===== src/rtl/rf_pkg.sv =====
// Shared constants for the register-file write-back path.
// Data width, register address width and the hard-wired zero register.
package rf_pkg;

  localparam int XLEN = 32;
  localparam int AW   = 5;
  localparam int NREG = 2 ** AW;

  localparam logic [AW-1:0] REG_ZERO = '0;

endpackage


===== src/rtl/rr_arbiter.sv =====
// Round-robin arbiter: one-hot grant searched upward from a pointer
// that moves to one past the last winner.
module rr_arbiter #(
  parameter  int N  = 3,
  localparam int IW = (N > 1) ? $clog2(N) : 1
) (
  input  logic          clk,
  input  logic          rst_n,
  input  logic [N-1:0]  req_i,
  output logic [N-1:0]  gnt_o,
  output logic [IW-1:0] idx_o,
  output logic          any_o
);

  logic [IW-1:0] ptr_q, ptr_d;
  logic [IW:0]   sum;
  logic [IW-1:0] j;

  always_comb begin
    gnt_o = '0;
    idx_o = '0;
    any_o = 1'b0;
    sum   = '0;
    j     = '0;
    for (int k = 0; k < N; k++) begin
      sum = {1'b0, ptr_q} + (IW+1)'(k);
      if (sum >= (IW+1)'(N)) begin
        sum = sum - (IW+1)'(N);
      end
      j = sum[IW-1:0];
      if (!any_o && req_i[j]) begin
        any_o    = 1'b1;
        gnt_o[j] = 1'b1;
        idx_o    = j;
      end
    end
  end

  always_comb begin
    ptr_d = ptr_q;
    if (any_o) begin
      if (idx_o == IW'(N - 1)) begin
        ptr_d = '0;
      end else begin
        ptr_d = idx_o + IW'(1);
      end
    end
  end

  always_ff @(posedge clk or negedge rst_n) begin
    if (!rst_n) begin
      ptr_q <= '0;
    end else begin
      ptr_q <= ptr_d;
    end
  end

endmodule


===== src/rtl/rf_wb_arbiter.sv =====
// Register-file write-port arbiter with a busy scoreboard
// for RAW/WAW stalls in decode.
module rf_wb_arbiter
  import rf_pkg::*;
#(
  parameter  int NREQ = 3,
  parameter  int XLEN = rf_pkg::XLEN,
  parameter  int AW   = rf_pkg::AW,
  localparam int NR   = 2 ** AW
) (
  input  logic               clk,
  input  logic               rst_n,
  input  logic [NREQ-1:0]    req_valid,
  input  logic [NREQ*AW-1:0] req_rd,
  input  logic [NREQ*XLEN-1:0] req_data,
  output logic [NREQ-1:0]    req_ready,
  output logic               rf_we,
  output logic [AW-1:0]      rf_rd,
  output logic [XLEN-1:0]    rf_wd,
  input  logic               iss_valid,
  input  logic [AW-1:0]      iss_rd,
  output logic               iss_ready,
  input  logic [AW-1:0]      rs1,
  input  logic [AW-1:0]      rs2,
  output logic               rs1_busy,
  output logic               rs2_busy,
  output logic [NR-1:0]      busy_vec,
  output logic               wb_err
);

  localparam int IW = (NREQ > 1) ? $clog2(NREQ) : 1;
  localparam logic [AW-1:0] RZ = '0;

  logic [NREQ-1:0] gnt;
  logic [IW-1:0]   gnt_idx;
  logic            gnt_any;

  logic [AW-1:0]   sel_rd;
  logic [XLEN-1:0] sel_wd;

  logic            we_q, we_d;
  logic [AW-1:0]   rd_q, rd_d;
  logic [XLEN-1:0] wd_q, wd_d;
  logic [NR-1:0]   busy_q, busy_d;
  logic            err_q, err_d;
  logic            iss_set;

  rr_arbiter #(.N(NREQ)) u_rr (
    .clk   (clk),
    .rst_n (rst_n),
    .req_i (req_valid),
    .gnt_o (gnt),
    .idx_o (gnt_idx),
    .any_o (gnt_any)
  );

  assign req_ready = gnt;

  always_comb begin
    sel_rd = '0;
    sel_wd = '0;
    for (int i = 0; i < NREQ; i++) begin
      if (gnt[i]) begin
        sel_rd = req_rd[i*AW +: AW];
        sel_wd = req_data[i*XLEN +: XLEN];
      end
    end
  end

  // rd==0 grants are consumed without touching the register file
  always_comb begin
    we_d = gnt_any && (sel_rd != RZ);
    rd_d = rd_q;
    wd_d = wd_q;
    if (we_d) begin
      rd_d = sel_rd;
      wd_d = sel_wd;
    end
  end

  assign iss_ready = !busy_q[iss_rd] || (iss_rd == RZ);
  assign iss_set   = iss_valid && iss_ready && (iss_rd != RZ);

  // Clear on commit, then set: a same-edge reissue keeps the bit
  always_comb begin
    busy_d = busy_q;
    if (we_q) begin
      busy_d[rd_q] = 1'b0;
    end
    if (iss_set) begin
      busy_d[iss_rd] = 1'b1;
    end
    busy_d[0] = 1'b0;
  end

  always_comb begin
    err_d = err_q;
    if (gnt_any && (sel_rd != RZ) && !busy_q[sel_rd]) begin
      err_d = 1'b1;
    end
  end

  always_ff @(posedge clk or negedge rst_n) begin
    if (!rst_n) begin
      we_q   <= 1'b0;
      rd_q   <= '0;
      wd_q   <= '0;
      busy_q <= '0;
      err_q  <= 1'b0;
    end else begin
      we_q   <= we_d;
      rd_q   <= rd_d;
      wd_q   <= wd_d;
      busy_q <= busy_d;
      err_q  <= err_d;
    end
  end

  assign rf_we    = we_q;
  assign rf_rd    = rd_q;
  assign rf_wd    = wd_q;
  assign busy_vec = busy_q;
  assign wb_err   = err_q;

  assign rs1_busy = busy_q[rs1] && (rs1 != RZ);
  assign rs2_busy = busy_q[rs2] && (rs2 != RZ);

endmodule

===== config.mk =====
export PLATFORM = sky130hd
export DESIGN_NAME = rf_wb_arbiter
export DESIGN_NICKNAME = d
export VERILOG_FILES = /design/src/rtl/rf_pkg.sv /design/src/rtl/rr_arbiter.sv /design/src/rtl/rf_wb_arbiter.sv
export SDC_FILE = /design/constraint.sdc
export NUM_CORES = 1
export LEC_CHECK = 0
export ABC_CLOCK_PERIOD_IN_PS = 4000
export CAP_MARGIN = 15
export CORE_MARGIN = 2
export CORE_UTILIZATION = 30
export CTS_CLUSTER_DIAMETER = 120
export DETAILED_ROUTE_END_ITERATION = 6
export SYNTH_ARGS = -nofsm -noshare
export SYNTH_HDL_FRONTEND = slang
export SYNTH_SLANG_ARGS = --single-unit

===== constraint.sdc =====
create_clock -name clk -period 4 [get_ports clk]
set_input_delay 0.8 -clock clk [delete_from_list [all_inputs] [get_ports clk]]
set_output_delay 0.8 -clock clk [all_outputs]
set_load 0.1 [all_outputs]

[Word-level counts from Yosys, hierarchy flattened]
Cells that the tools add are included.
Cells by class
  mux-type cells: 45
  magnitude comparators: 16
  equality and inequality tests: 1
  $mul: 0
  add/sub/neg operators: 6
  bitwise operators: 5
  divide/modulo/power cells: 0
  reductions and logical operators: 23
  shift operators: 0
Operator list (count)
  $mux W32: 5
  $and A32 B32 Y32: 1
  $not A32 Y32: 1
  $or A32 B32 Y32: 1
  $lt A5 B6 Y1 const B: 5
  $bmux W1 S5: 4
  $reduce_bool A5 Y1: 4
  $mux W1: 15
  $mux W5: 3
  $mux W2: 7
  $logic_and A1 B1 Y1: 13
  $demux W1 S5: 2
  $ge A5 B1 Y1 const B: 2
  $lt A2 B3 Y1 const B: 3
  $mux W3: 3
  $bmux W1 S2: 3
  $demux W1 S2: 3
  $ge A2 B1 Y1 const B: 3
  $ge A3 B2 Y1 const B: 2
  $or A3 B3 Y3: 2
  $sub A2 B2 Y2 const B: 3
  $logic_not A5 Y1: 1
  $logic_not A1 Y1: 4
  $add A2 B1 Y3 const B: 1
  other kinds (5): 5
Word-level totals
  word-level logic and storage cells: 102
  output and inout bits: 77
  bits of input ports: 132
  ROM bits: 0
  RAM bits: 0
  memories kept: 0
  flip-flop bits (word level): 72
  latch bits: 0

[Depth between registers and ports, before layout]
  depth in word-level cells: 18
  mapped depth: 15

[Hierarchy]
A second synthesis with hierarchy kept.
Second synthesis, totals
  cell total of the unflattened synthesis: 493
  area total of the unflattened synthesis: 4879.7 µm²
Modules (own cells, without submodules)
  rf_wb_arbiter: cells each 441, instances 1, area an instance 4436.8 µm²
  rr_arbiter: cells each 52, instances 1, area an instance 442.9 µm²

[Worst setup path before layout]
OpenSTA, ideal clock, no wires.
  kind: input to register
  from: input port iss_rd[0]
  to: register busy_q[10], in the netlist busy_vec[10]
  cell stages on the path: 9
  data arrival time: 5.689 ns
  required time: 3.917 ns
  path buffers: 1
  slack: -1.772 ns
  path through: buf_1 > mux4_2 > inv_1 > o22ai_1 > nor4_1 > and2_1 > nor2b_1 > nand2_1 > o21ai_0
Between the ends
  longest elaborated chain between the ends: 7
RTL lines
  start: declaration: RTL line rf_wb_arbiter.sv:21  | input logic [AW-1:0] iss_rd,
  $bmux W1 S5: RTL line rf_wb_arbiter.sv:81  | assign iss_ready = !busy_q[iss_rd] || (iss_rd == RZ);
  $mux W1 (not written as such): RTL line rf_wb_arbiter.sv:81
  $logic_not A1 Y1: RTL line rf_wb_arbiter.sv:81
  $logic_or A1 B1 Y1 *: RTL line rf_wb_arbiter.sv:81
  net iss_ready: RTL line rf_wb_arbiter.sv:22  | output logic iss_ready,
  $logic_and A1 B1 Y1 * (2 in a row): RTL line rf_wb_arbiter.sv:82  | assign iss_set = iss_valid && iss_ready && (iss_rd != RZ);
  $mux W32 *: RTL line rf_wb_arbiter.sv:90  | if (iss_set) begin
  net busy_d[10]: RTL line rf_wb_arbiter.sv:44  | logic [NR-1:0] busy_q, busy_d;
  end signal: assignment: RTL line rf_wb_arbiter.sv:114  | busy_q <= busy_d;
  end: declaration: RTL line rf_wb_arbiter.sv:44
The timed path passes the listed nets; every way through them passes the cells marked *. The select of a mux whose other input is x is not followed.
A chain may end at the register's enable or synchronous reset.

[Final worst setup path]
  from: input port iss_rd[0]
  to: output port iss_ready
Between the ends
  longest elaborated chain between the ends: 4
RTL lines (RTL line)
  $bmux W1 S5: rf_wb_arbiter.sv:81
  $mux W1 (not written as such): rf_wb_arbiter.sv:81
  $logic_not A1 Y1: rf_wb_arbiter.sv:81
  $logic_or A1 B1 Y1 *: rf_wb_arbiter.sv:81
  end: declaration: rf_wb_arbiter.sv:22
Every way passes the cells marked *; elsewhere a longest branch is shown, timed or not. The select of a mux whose other input is x is not followed.

==> metrics <==
outcome=finished, final reports clean; Sink Count=72; post-route minimum period=about 3800 ps; DRT Pass-1 Iters=5; worst slew pin tran=1050 ps; die area=0.0173 mm2; synthesized instance count=509; Post-route DRC=0; period utilisation layout=95.0%; Setup Crit Path Kind=input pin to output port; Max FO, Critical Path=10; Multi-input gate area=0.00288 mm2; Avg Inst Size Synth=9.60 um2; reg2reg start=u_rr.ptr_q[1]; post-CTS sizing=0; CP required=between 3000 and 4000 ps; CP Data Arrival Time=approximately 3000 ps; setup_tns=0 ps; Mapped Nets=645; largest net degree at the start of global routing=73; top cell type's share of synthesized area=a little under two fifths; Area Overhead vs Synth=54.8%; Clock Skew=8.38 ps; vias=5,048; max-cap viol count=0; CTS tree=done; gr ovfl total=0; unrepaired setup endpoints after global routing=false; initial antenna violation count=0; slack of the worst reg-to-reg path=480 ps; Hold Path Sink=rf_wd[0]; Seq/Total Area, Yosys=36.9%; I/O Pins=209; Startpoint Class=input pin; Final Hold Violating Endpoints=0; Post-Synthesis Cell Area=about 0.0049 mm2; synth warn=0; Ant. Diodes=0; unique cell type count in the Yosys netlist=around 60; final worst slack=200 ps; Rel. slew slack=29.9%; top post-synthesis cells by area=dfrtp_1 (37%), o21ai_0 (14%), mux4_2 (12%); HPWL after detailed placement=approximately 13 mm; CTS clk-pin slew, worst paths=60 ps; Chip Width=132 um; H-Tree Depth=3; endpoints failing setup=0; clk buf depth=2; Peak Freq=about 260 MHz; Post-synth top flop=dfrtp_1; detailed router's first-iteration violation count=441; chip height=132 um; filler instances=1,492; fin nets=between 800 and 900; max-slew violation count=0; DRT antenna net count=0; DR WL/cell=18.9 um; cts hold-fix bufs=0; largest area contributor in the netlist=dfrtp_1; R2R Path End=rf_wd[27]; vias in the first global route=5,071; crit end category=output port; core area=0.0159 mm2; asr flop ratio synth=100%; share of layout cells above drive strength 1=12.8%; storage element area=0.00180 mm2; Final Util=between 40% and 50%; leading cell type in the layout, fill and taps excluded=clkdlybuf4s50_1; hold path cells=2; first-pass GRT wire length=27.9 mm; Initial Utilization=30.8%; Num CTS Buffers=9; RD Place Congestion=0.870; gr usage total=20.3%; worst skew pair latency=~340 ps; Root Buffer=clkbuf_16; number of synthesized flops with an enable pin=0; r2r worst-path depth=13; Setup Fix Bufs, Post-CTS=0; pre-CTS setup slack=68.0 ps; HP Class=flop to flop; PortBufs=roughly 210; most frequent cells in the layout=clkdlybuf4s50_1 (200), o21ai_0 (136), dfrtp_1 (72); via/cell ratio=5.43; WL final=17.5 mm; Seq cells post-synth=72; FP Rows=46; min-delay src=rf_wd[0]
registers in the layout, indices dropped and copies added, names as in the netlist:
signal and count:
rf_wd 32, busy_vec 31, rf_rd 5, u_rr.ptr_q 2, rf_we 1, wb_err 1
cells by family after synthesis:
logic type / count (synthesis) / synth area share (%)
compound gates: 205 / 27.2
other cells: 1 / 0.0767
mux: 51 / 17.5
fa+ha+maj: 4 / 1.02
buf+inv: 52 / 4.99
flops: 72 / 36.9
simple gates: 124 / 12.4
through the flow:
step	hold WS, ps	cell area [um2]	cells
after floorplan	504	4900	509
after global placement	467	7290	913
after detailed placement	470	7290	913
after CTS	482	7570	929
after global routing	505	7570	929
final	474	7570	929
cell usage after synthesis (2+ instances only):
library cell	instances
a22o_1	2
nor2b_1	4
or3b_2	4
nand4_1	3
nand2b_1	3
o22ai_1	5
dfrtp_1	72
buf_6	4
buf_4	3
mux4_2	26
nand3b_1	9
inv_1	15
mux2i_1	15
ha_1	4
or3_1	3
o22a_1	2
a21oi_1	4
clkbuf_1	22
a21o_1	3
nor2_1	17
nand3_1	8
buf_2	6
a221o_1	32
o21ai_0	136
nand2_1	63
mux2_4	2
mux2_2	7
o21ai_2	2
how the worst max path moves through the flow:
| stage | from | end | depth (start not counted) |
|---|---|---|---|
| 3_3_place_gp | req_valid[1] | wb_err | 11 |
| 5_1_grt | req_valid[2] | req_ready[1] | 6 |
| 3_5_place_dp | req_valid[2] | rf_wd[20] | 11 |
| 2_1_floorplan | iss_rd[0] | busy_vec[10] | 9 |
| 6_report | iss_rd[0] | iss_ready | 6 |
| 4_1_cts | iss_rd[0] | iss_ready | 6 |
area by class of cell:
type / count / area share, %
multi-input cells: 385 / 38.0
repair buffers: 224 / 30.2
flip-flops and latches: 72 / 23.8
well taps: 216 / 3.57
clock buffers: 11 / 3.21
inverters: 16 / 0.794
clock inverters: 5 / 0.430
routing by layer:
metal	vias to the layer above	global-route usage, %	wire length, um
met2	269	35.3	8720
met4	0	6.88	316
met5	-	0	0
li1	2354	-	-
met3	24	4.86	1390
met1	2401	24.5	7120
critical path: stages:
cell	delay (ps)
clkdlybuf4s50_1	800
mux4_2	560
nand3_1	90
o21ai_0	150
nor4_4	380
buf_12	220
Power is left out: the tool's default activity adds up to more than one toggle a clock period on the data nets, which glitch-free logic cannot reach.
